[src/rtl/clk_div_pkg.sv]
// rtl/clk_div_pkg.sv - shared types and defaults for the clock divider controller
package clk_div_pkg;

  localparam int DIV_CNT_W = 8;

  typedef enum logic [1:0] {
    ST_IDLE = 2'd0,
    ST_RUN  = 2'd1,
    ST_PEND = 2'd2
  } div_state_e;

  typedef struct packed {
    logic [DIV_CNT_W-1:0] period;
    logic [DIV_CNT_W-1:0] high;
  } div_cfg_t;

  localparam logic [DIV_CNT_W-1:0] DIV_DEF_PERIOD = 8'd10;
  localparam logic [DIV_CNT_W-1:0] DIV_DEF_HIGH   = 8'd5;

  // A usable config needs a period of at least two cycles and a low phase.
  function automatic logic cfg_is_valid(input div_cfg_t c);
    return (c.period != '0) && (c.high < c.period);
  endfunction

endpackage

[src/rtl/div_phase_counter.sv]
// rtl/div_phase_counter.sv - phase counter producing clk_out, tick and wrap
module div_phase_counter
  import clk_div_pkg::*;
(
  input  logic                 clk_in,
  input  logic                 reset,
  input  logic                 en,
  input  logic                 load0,
  input  div_cfg_t             cfg,
  output logic                 wrap,
  output logic                 clk_out,
  output logic                 tick,
  output logic [DIV_CNT_W-1:0] count
);

  logic [DIV_CNT_W-1:0] count_q, count_d;
  logic                 clk_q, clk_d;
  logic                 tick_q, tick_d;
  logic [DIV_CNT_W:0]   next_cnt;

  // One extra bit so a period of 2^W-1 compares without overflow.
  assign next_cnt = {1'b0, count_q} + {{DIV_CNT_W{1'b0}}, 1'b1};
  assign wrap     = (count_q == cfg.period);

  always_comb begin
    count_d = '0;
    clk_d   = 1'b0;
    tick_d  = 1'b0;
    if (load0) begin
      clk_d  = 1'b1;
      tick_d = 1'b1;
    end else if (en && !wrap) begin
      count_d = next_cnt[DIV_CNT_W-1:0];
      clk_d   = (next_cnt <= {1'b0, cfg.high});
    end
  end

  always_ff @(posedge clk_in or posedge reset) begin
    if (reset) begin
      count_q <= '0;
      clk_q   <= 1'b0;
      tick_q  <= 1'b0;
    end else begin
      count_q <= count_d;
      clk_q   <= clk_d;
      tick_q  <= tick_d;
    end
  end

  assign count   = count_q;
  assign clk_out = clk_q;
  assign tick    = tick_q;

endmodule

[src/rtl/clk_div_ctrl.sv]
// rtl/clk_div_ctrl.sv - run/stop FSM, config handshake and shadow for the clock divider
module clk_div_ctrl
  import clk_div_pkg::*;
#(
  parameter int CNT_W      = DIV_CNT_W,
  parameter int DEF_PERIOD = 10,
  parameter int DEF_HIGH   = 5
) (
  input  logic             clk_in,
  input  logic             reset,
  input  logic             run,
  input  logic             cfg_valid,
  output logic             cfg_ready,
  input  logic [CNT_W-1:0] cfg_period,
  input  logic [CNT_W-1:0] cfg_high,
  output logic             cfg_err,
  output logic             clk_out,
  output logic             tick,
  output logic [CNT_W-1:0] count,
  output logic             busy
);

  div_state_e state_q, state_d;
  div_cfg_t   active_q, active_d;
  div_cfg_t   shadow_q, shadow_d;
  logic       cfg_err_q, cfg_err_d;
  div_cfg_t   req;
  logic       xfer, req_ok, wrap, load0;

  assign req       = '{period: cfg_period, high: cfg_high};
  assign cfg_ready = (state_q != ST_PEND);
  assign busy      = (state_q != ST_IDLE);
  assign xfer      = cfg_valid && cfg_ready;
  assign req_ok    = cfg_is_valid(req);
  assign load0     = run && ((state_q == ST_IDLE) || (busy && wrap));

  always_comb begin
    state_d   = state_q;
    active_d  = active_q;
    shadow_d  = shadow_q;
    cfg_err_d = xfer && !req_ok;
    case (state_q)
      ST_IDLE: begin
        if (xfer && req_ok) active_d = req;
        if (run) state_d = ST_RUN;
      end
      ST_RUN: begin
        // Stopping at a wrap leaves nothing to shadow: apply directly.
        if (wrap && !run) begin
          state_d = ST_IDLE;
          if (xfer && req_ok) active_d = req;
        end else if (xfer && req_ok) begin
          shadow_d = req;
          state_d  = ST_PEND;
        end
      end
      ST_PEND: begin
        if (wrap) begin
          active_d = shadow_q;
          state_d  = run ? ST_RUN : ST_IDLE;
        end
      end
      default: state_d = ST_IDLE;
    endcase
  end

  always_ff @(posedge clk_in or posedge reset) begin
    if (reset) begin
      state_q   <= ST_IDLE;
      active_q  <= '{period: DIV_CNT_W'(DEF_PERIOD), high: DIV_CNT_W'(DEF_HIGH)};
      shadow_q  <= '0;
      cfg_err_q <= 1'b0;
    end else begin
      state_q   <= state_d;
      active_q  <= active_d;
      shadow_q  <= shadow_d;
      cfg_err_q <= cfg_err_d;
    end
  end

  assign cfg_err = cfg_err_q;

  div_phase_counter u_phase (
    .clk_in  (clk_in),
    .reset   (reset),
    .en      (busy),
    .load0   (load0),
    .cfg     (active_q),
    .wrap    (wrap),
    .clk_out (clk_out),
    .tick    (tick),
    .count   (count)
  );

endmodule

[config.mk]
export PLATFORM = sky130hd
export DESIGN_NAME = clk_div_ctrl
export DESIGN_NICKNAME = d
export VERILOG_FILES = /design/src/rtl/clk_div_pkg.sv /design/src/rtl/div_phase_counter.sv /design/src/rtl/clk_div_ctrl.sv
export SDC_FILE = /design/constraint.sdc
export NUM_CORES = 1
export LEC_CHECK = 0
export ABC_AREA = 1
export CAP_MARGIN = 20
export CORE_ASPECT_RATIO = 0.6
export CORE_UTILIZATION = 55
export DETAILED_ROUTE_END_ITERATION = 8
export PLACE_DENSITY = 0.77
export REMOVE_ABC_BUFFERS = 1
export SYNTH_ARGS = -nofsm -noshare
export SYNTH_HDL_FRONTEND = slang
export SYNTH_SLANG_ARGS = --single-unit
export TNS_END_PERCENT = 5
[constraint.sdc]
create_clock -name clk_in -period 3.5 [get_ports clk_in]
set_clock_uncertainty 0.1 [all_clocks]
set_input_delay 0.35 -clock clk_in [delete_from_list [all_inputs] [get_ports clk_in]]
set_output_delay 0.35 -clock clk_in [all_outputs]
set_load 0.05 [all_outputs]
==> summary.txt, run 1 <==
Power and ir drop
  • Worst VDD drop: 0.5214 mV
  • Leakage: 1.636 nW
  • Power Dens Cells: 764.1 mW/mm2

CTS
  • CTS Buf Count: 5
  • Later-pin clock latency in the skew report: 0.29 ns
  • PostCTS Resize Cnt: 0
  • Count of hold-fix buffers inserted at cts: 0
  • Clk sinks: 45
  • Clock transition at the registers of the reported paths: 0.08 ns
  • Setup Fix Bufs, Post-CTS: 0
  • CTS max path bufs: 2
  • CTS tree: built
  • CTS H-tree depth: 2
  • Clock Tree Root: clkbuf_8

Synthesis
  • Count leader, synth: nand2_1
  • Synth warn: 0
  • Synth area leader: dfrtp_1
  • Synth top area share: 39.48%
  • Top cells by area, synth: dfrtp_1 39%, nand2_1 19%, ha_1 7.7%
  • Top_reg_cell synth: dfrtp_1
  • Mapped Area: 0.002599 mm2
  • Number of synthesized flops with an enable pin: 0
  • Cells after Synth: 342
  • Post-synth top cells: 131 x nand2_1, 41 x dfrtp_1, 38 x nand3_1
  • Seq cells post-synth: 45
  • Sequential share of the synthesized area: 43.52%
  • Post-synth ARST share: 100.0%
  • Avg Inst Size Synth: 7.599 um2
  • Synth cell types: 27

Worst setup path
  • WP depth: 5
  • Buf/Inv on CP: 4
  • WP data required: 3.05 ns
  • Critical Path Sink Type: output pin
  • Worst-path cell chain: inv_2 > nor2_4 > buf_4 > inv_2 > clkdlybuf4s50_1
  • Worst r2r src: u_phase.count[0]$_DFF_PP0_
  • CP top delay family: buffers and inverters
  • Flop-to-flop setup slack: 1.14 ns
  • Kind of critical path: flop to output pin
  • FF-to-FF path depth: 13
  • Slowest stage delay, CP: 0.84 ns
  • Crit Path Max Fanout: 26
  • Most frequent CP cell: inv_2
  • Arrival time worst endpoint: 2.07 ns
  • Crit. Startpoint: state_q[1]$_DFFE_PP0P_
  • Critical Path Start Type: flop
  • Slowest CP cell: clkdlybuf4s50_1

Die
  • Die H: 55.25 um
  • Total die area: 0.005013 mm2
  • Die X: 90.74 um
  • Initial Util: 60.10%
  • Placeable core area: 0.004324 mm2
  • Rows: 18
  • # IOs: 33

Routing
  • Drt initial violations: 109
  • Vias: 2218
  • # DRC: 0
  • WL per Instance: 12.30 um
  • Antenna Nets Post-Route: 0
  • DRT Wirelength: 5351 um
  • Drt first pass iters: 4
  • Vias/cell: 5.099

Run status
  • Status: finished, final reports clean

Finish
  • N_diodes: 0
  • Layout area overhead: 16.75%
  • Fillcell total: 365
  • Total Nets Final: 410
  • Share of layout cells above drive strength 1: 6.933%

GRT
  • Vias in the first global route: 2030
  • Largest net degree at the start of global routing: 27
  • GRT Total Usage: 23.93%
  • Initial antenna violation count: 0
  • First-pass GRT wire length: 9390 um
  • GRT Residual Overflow: 0

STA
  • Final min period: 2.522 ns
  • Final worst path period share: 72.06%
  • Relative slew slack: 49.26%
  • FMAX: 396.5 MHz
  • Max Slew Vio Count: 0
  • RSZ-0062 raised after global routing: no
  • Final Setup Violations: 0
  • Final hold vios: 0
  • Setup_tns: 0 ns
  • Final hold slack: 0.2983 ns
  • Worst Tran Pin Value: 0.7565 ns

Placement
  • PortBufs: 32
  • DP Wirelength: 4136 um
  • Routability congestion estimate: 0.8845

Job
  • Max Cap Violations: 0

Worst hold path
  • Worst hold path class: input port to async pin
cells by family (layout without fill, tap and decap cells):
family	after synthesis	in the layout	synth area share, %
and+or+nand+nor	202	202	32.79
buffers and inverters	46	79	7.511
DFF	45	45	43.52
AOI/OAI and AO/OA	22	22	4.767
adders and majority gates	16	16	7.703
xor gates and xnor gates	11	11	3.708
area by class of cell:
type	count	area (um2)	share of cell area [%]
Clock buffer	7	76.32	2.515
Clock inverter	1	5.005	0.1649
Inverter	37	138.9	4.577
Multi-Input combinational cell	251	1272	41.94
Sequential cell	45	1131	37.28
Tap cell	60	75.07	2.474
Timing Repair Buffer	34	335.3	11.05
worst paths after layout:
path                                        endpoint
max in group asynchronous    active_q[2]$_DFFE_PP1P_
min reg2reg                  active_q[2]$_DFFE_PP1P_
min                         shadow_q[15]$_DFFE_PP0P_
min in group clk_in          active_q[2]$_DFFE_PP1P_
max reg2reg                u_phase.clk_out$_DFF_PP0_
max                                        cfg_ready
cell usage in the layout, fill, tap and decap left out:
cell	synthesis	final
nand2_4	1	1
a21o_1	1	1
clkinv_2	0	1
clkbuf_1	3	2
dfstp_2	4	4
ha_1	16	16
xor2_1	3	3
nor2_1	19	19
nor2_2	2	2
nand3b_1	2	2
inv_2	6	6
nor3_1	1	1
buf_4	1	2
inv_1	31	30
xnor2_1	8	8
a21oi_4	1	1
o21ai_1	2	2
clkinv_1	0	1
nor2_4	1	1
and3_1	2	2
nand4_1	2	2
nand3_1	38	38
clkbuf_8	0	5
nand2_1	131	131
o21ai_0	10	10
dfrtp_1	41	41
clkdlybuf4s50_1	0	32
a21oi_1	8	8
nand2_2	3	3
sequential cells by signal, summed over array words and instances (netlist names):
register,flops
u_phase.count,8
active_q,16
u_phase.clk_out,1
u_phase.tick,1
shadow_q,16
cfg_err,1
state_q,2
power by group:
group | switching, mW | internal, mW
combinational | 0.749 | 0.380
sequential | 0.134 | 0.745
clock | 0.170 | 0.140
metal layers:
layer / routed length, um / part of all wire, % / global-route usage [%]
met1: 2842 / 53 / 37.06
met2: 2220 / 41 / 33.12
met3: 271 / 5.1 / 6.198
met4: 17 / 0.32 / 5.530
met5: 0 / 0 / 0
metrics by stage:
step	std cells	util (%)	worst slack, ns	power, mW	area (um2)
after global routing	435	70.17	0.8227	2.542	3034
after detailed placement	427	68.29	0.7777	2.016	2953
after floorplan	333	-	1.109	1.692	2542
after CTS	435	70.17	0.9670	2.330	3034
after global placement	427	68.29	0.8305	1.990	2953
final	435	70.17	0.9780	2.318	3034
worst reg2reg max path, cell delays in order, from the launching register on:
cell	delay (ns)
dfrtp_1	0.46
ha_1	0.21
nand2_1	0.09
nor2_1	0.23
xnor2_1	0.19
inv_1	0.07
ha_1	0.31
a21oi_1	0.12
o21ai_0	0.09
o21ai_0	0.17
nand2_1	0.07
nand2_1	0.08
nand2_1	0.06
nand2_1	0.06
Note: power is estimated with default switching activity, not from simulation.
==> run 2: changes to the inputs <==
clock period = 2.45 ns   (was 3.5 ns; I/O delays follow)
==> summary.txt, run 2 (synthesis results as in run 1) <==
CTS
  • Clk sinks: 45
  • Later-pin clock latency in the skew report: 0.30 ns
  • Count of hold-fix buffers inserted at cts: 0
  • Clock Tree Root: clkbuf_8
  • CTS max path bufs: 2
  • CTS Buf Count: 5
  • CTS H-tree depth: 2
  • CTS tree: built
  • Clock transition at the registers of the reported paths: 0.09 ns

Finish
  • Layout area overhead: 21.43%
  • Most common cell after layout, fill and taps aside: nand2_1
  • Fillcell total: 362
  • Share of layout cells above drive strength 1: 10.39%
  • Total Nets Final: 420
  • N_diodes: 0
  • Commonest cells after routing, fill and taps aside: 131 x nand2_1, 41 x dfrtp_1, 38 x nand3_1, 32 x clkdlybuf4s50_1, 30 x inv_1

GRT
  • Initial antenna violation count: 0
  • Vias in the first global route: 2128
  • First-pass GRT wire length: 10050 um
  • Largest net degree at the start of global routing: 26
  • GRT Residual Overflow: 0
  • GRT Total Usage: 25.39%

Routing
  • WL per Instance: 13.10 um
  • Vias/cell: 5.081
  • Drt initial violations: 88
  • Drt first pass iters: 5
  • Vias: 2261
  • Antenna Nets Post-Route: 0
  • # DRC: 0
  • DRT Wirelength: 5831 um

Run status
  • Status: finished, final reports clean

STA
  • Relative slew slack: 49.48%
  • Final hold slack: 0.1815 ns
  • Final worst path period share: 92.12%
  • Worst Tran Pin Value: 0.7531 ns
  • Final hold vios: 0
  • Setup_tns: 0 ns
  • Final Setup Violations: 0
  • Max Slew Vio Count: 0
  • FMAX: 443.1 MHz
  • Final setup margin: 0.1929 ns
  • Final min period: 2.257 ns

Power and ir drop
  • Gate power share: 48.9%
  • NetSw: 1.584 mW
  • Sequential power share: 34.5%
  • Internal power: 2.019 mW
  • Leakage: 1.698 nW
  • Power Dens Cells: 1142 mW/mm2
  • Worst VDD drop: 0.5972 mV
  • Switching Fraction: 43.96%
  • Clock power frac: 16.6%
  • Total power: 3.602 mW

Worst setup path
  • Worst R2R End: u_phase.clk_out$_DFF_PP0_
  • Slowest CP cell: dfrtp_1
  • Flop-to-flop setup slack: 0.19 ns
  • WP data required: 2.54 ns
  • Critical Path Sink Type: flop
  • Worst-path cell chain: and3_4 > nand3_1 > nand3b_1 > xor2_1 > inv_1 > ha_1 > and3_1 > o21ai_1 > nand2_1 > nand2_1 > nand2_1 > nand2_1
  • Arrival time worst endpoint: 2.35 ns
  • Most frequent CP cell: nand2_1
  • Crit Path Max Fanout: 4
  • Slowest stage delay, CP: 0.42 ns
  • FF-to-FF path depth: 12
  • Worst r2r src: u_phase.count[1]$_DFF_PP0_
  • Critical Path Start Type: flop
  • Kind of critical path: flop to flop

Placement
  • PortBufs: 32
  • Routability congestion estimate: 0.8140
  • DP Wirelength: 4380 um
  • DP Worst Slack: 0.09833 ns

Die
  • Die H: 55.25 um
  • Rows: 18
  • Total die area: 0.005013 mm2
  • Placeable core area: 0.004324 mm2
  • Initial Util: 60.10%
  • Die X: 90.74 um
  • # IOs: 33

Worst hold path
  • Worst hold path class: input port to async pin

Job
  • Max Cap Violations: 0
==> run 2: worst max-delay path, delay by kind of cell (launching register included) <==
family	cells	cell delay (ns)
AOI/OAI and AO/OA	1	0.09
and+or+nand+nor	8	0.99
buffers and inverters	1	0.07
adders and majority gates	1	0.29
xor gates and xnor gates	1	0.19
DFF	1	0.42
==> run 2: final cells by class <==
type	instances	area, um2	area share, %
multi-input combinational	251	1280	40.56
sequential	45	1131	35.84
timing repair buffer	44	410.4	13.01
inverter	37	138.9	4.401
clock buffer	6	82.58	2.617
tap	60	75.07	2.379
clock inverter	2	37.54	1.190
==> run 2: worst max path at each step <==
stage | endpoint | slack (ns) | start | cells past startpoint
finish | u_phase.clk_out$_DFF_PP0_ | 0.19 | u_phase.count[1]$_DFF_PP0_ | 12
detailed placement | shadow_q[4]$_DFFE_PP0P_ | 0.1 | cfg_period[7] | 13
floorplan | u_phase.clk_out$_DFF_PP0_ | 0.06 | u_phase.count[0]$_DFF_PP0_ | 12
global route | u_phase.clk_out$_DFF_PP0_ | -0.02 | u_phase.count[1]$_DFF_PP0_ | 12
CTS | u_phase.clk_out$_DFF_PP0_ | 0.14 | u_phase.count[1]$_DFF_PP0_ | 13
global placement | shadow_q[11]$_DFFE_PP0P_ | 0.16 | cfg_period[7] | 13
==> run 2: timing repair <==
action / CTS / global route
buffers inserted: 0 / 1
endpoints found under the setup margin: 0 / 1
resized for setup: 0 / 3
==> run 2: per-stage QoR <==
step	area [um2]	utilization, %	std cells
5_1_grt	3156	72.97	445
3_3_place_gp	3020	69.85	436
4_1_cts	3141	72.63	444
6_report	3156	72.97	445
2_1_floorplan	2542	-	333
3_5_place_dp	3020	69.85	436
==> run 2: power groups by stage <==
stage	combinational, mW	sequential [mW]	clock [mW]
final	1.76	1.24	0.597
after global routing	1.98	1.28	0.641
after CTS	1.75	1.24	0.607
after detailed placement	1.74	1.25	0
after global placement	1.70	1.25	0
after floorplan	1.06	1.36	0
==> run 2: per-layer routing <==
layer / global-route usage [%] / vias up / share of wire (%)
met3: 6.336 / 2 / 6.0
met2: 36.80 / 57 / 42
met4: 5.530 / 0 / 0.41
met5: 0 / - / 0
li1: - / 1160 / -
met1: 38.21 / 1042 / 52
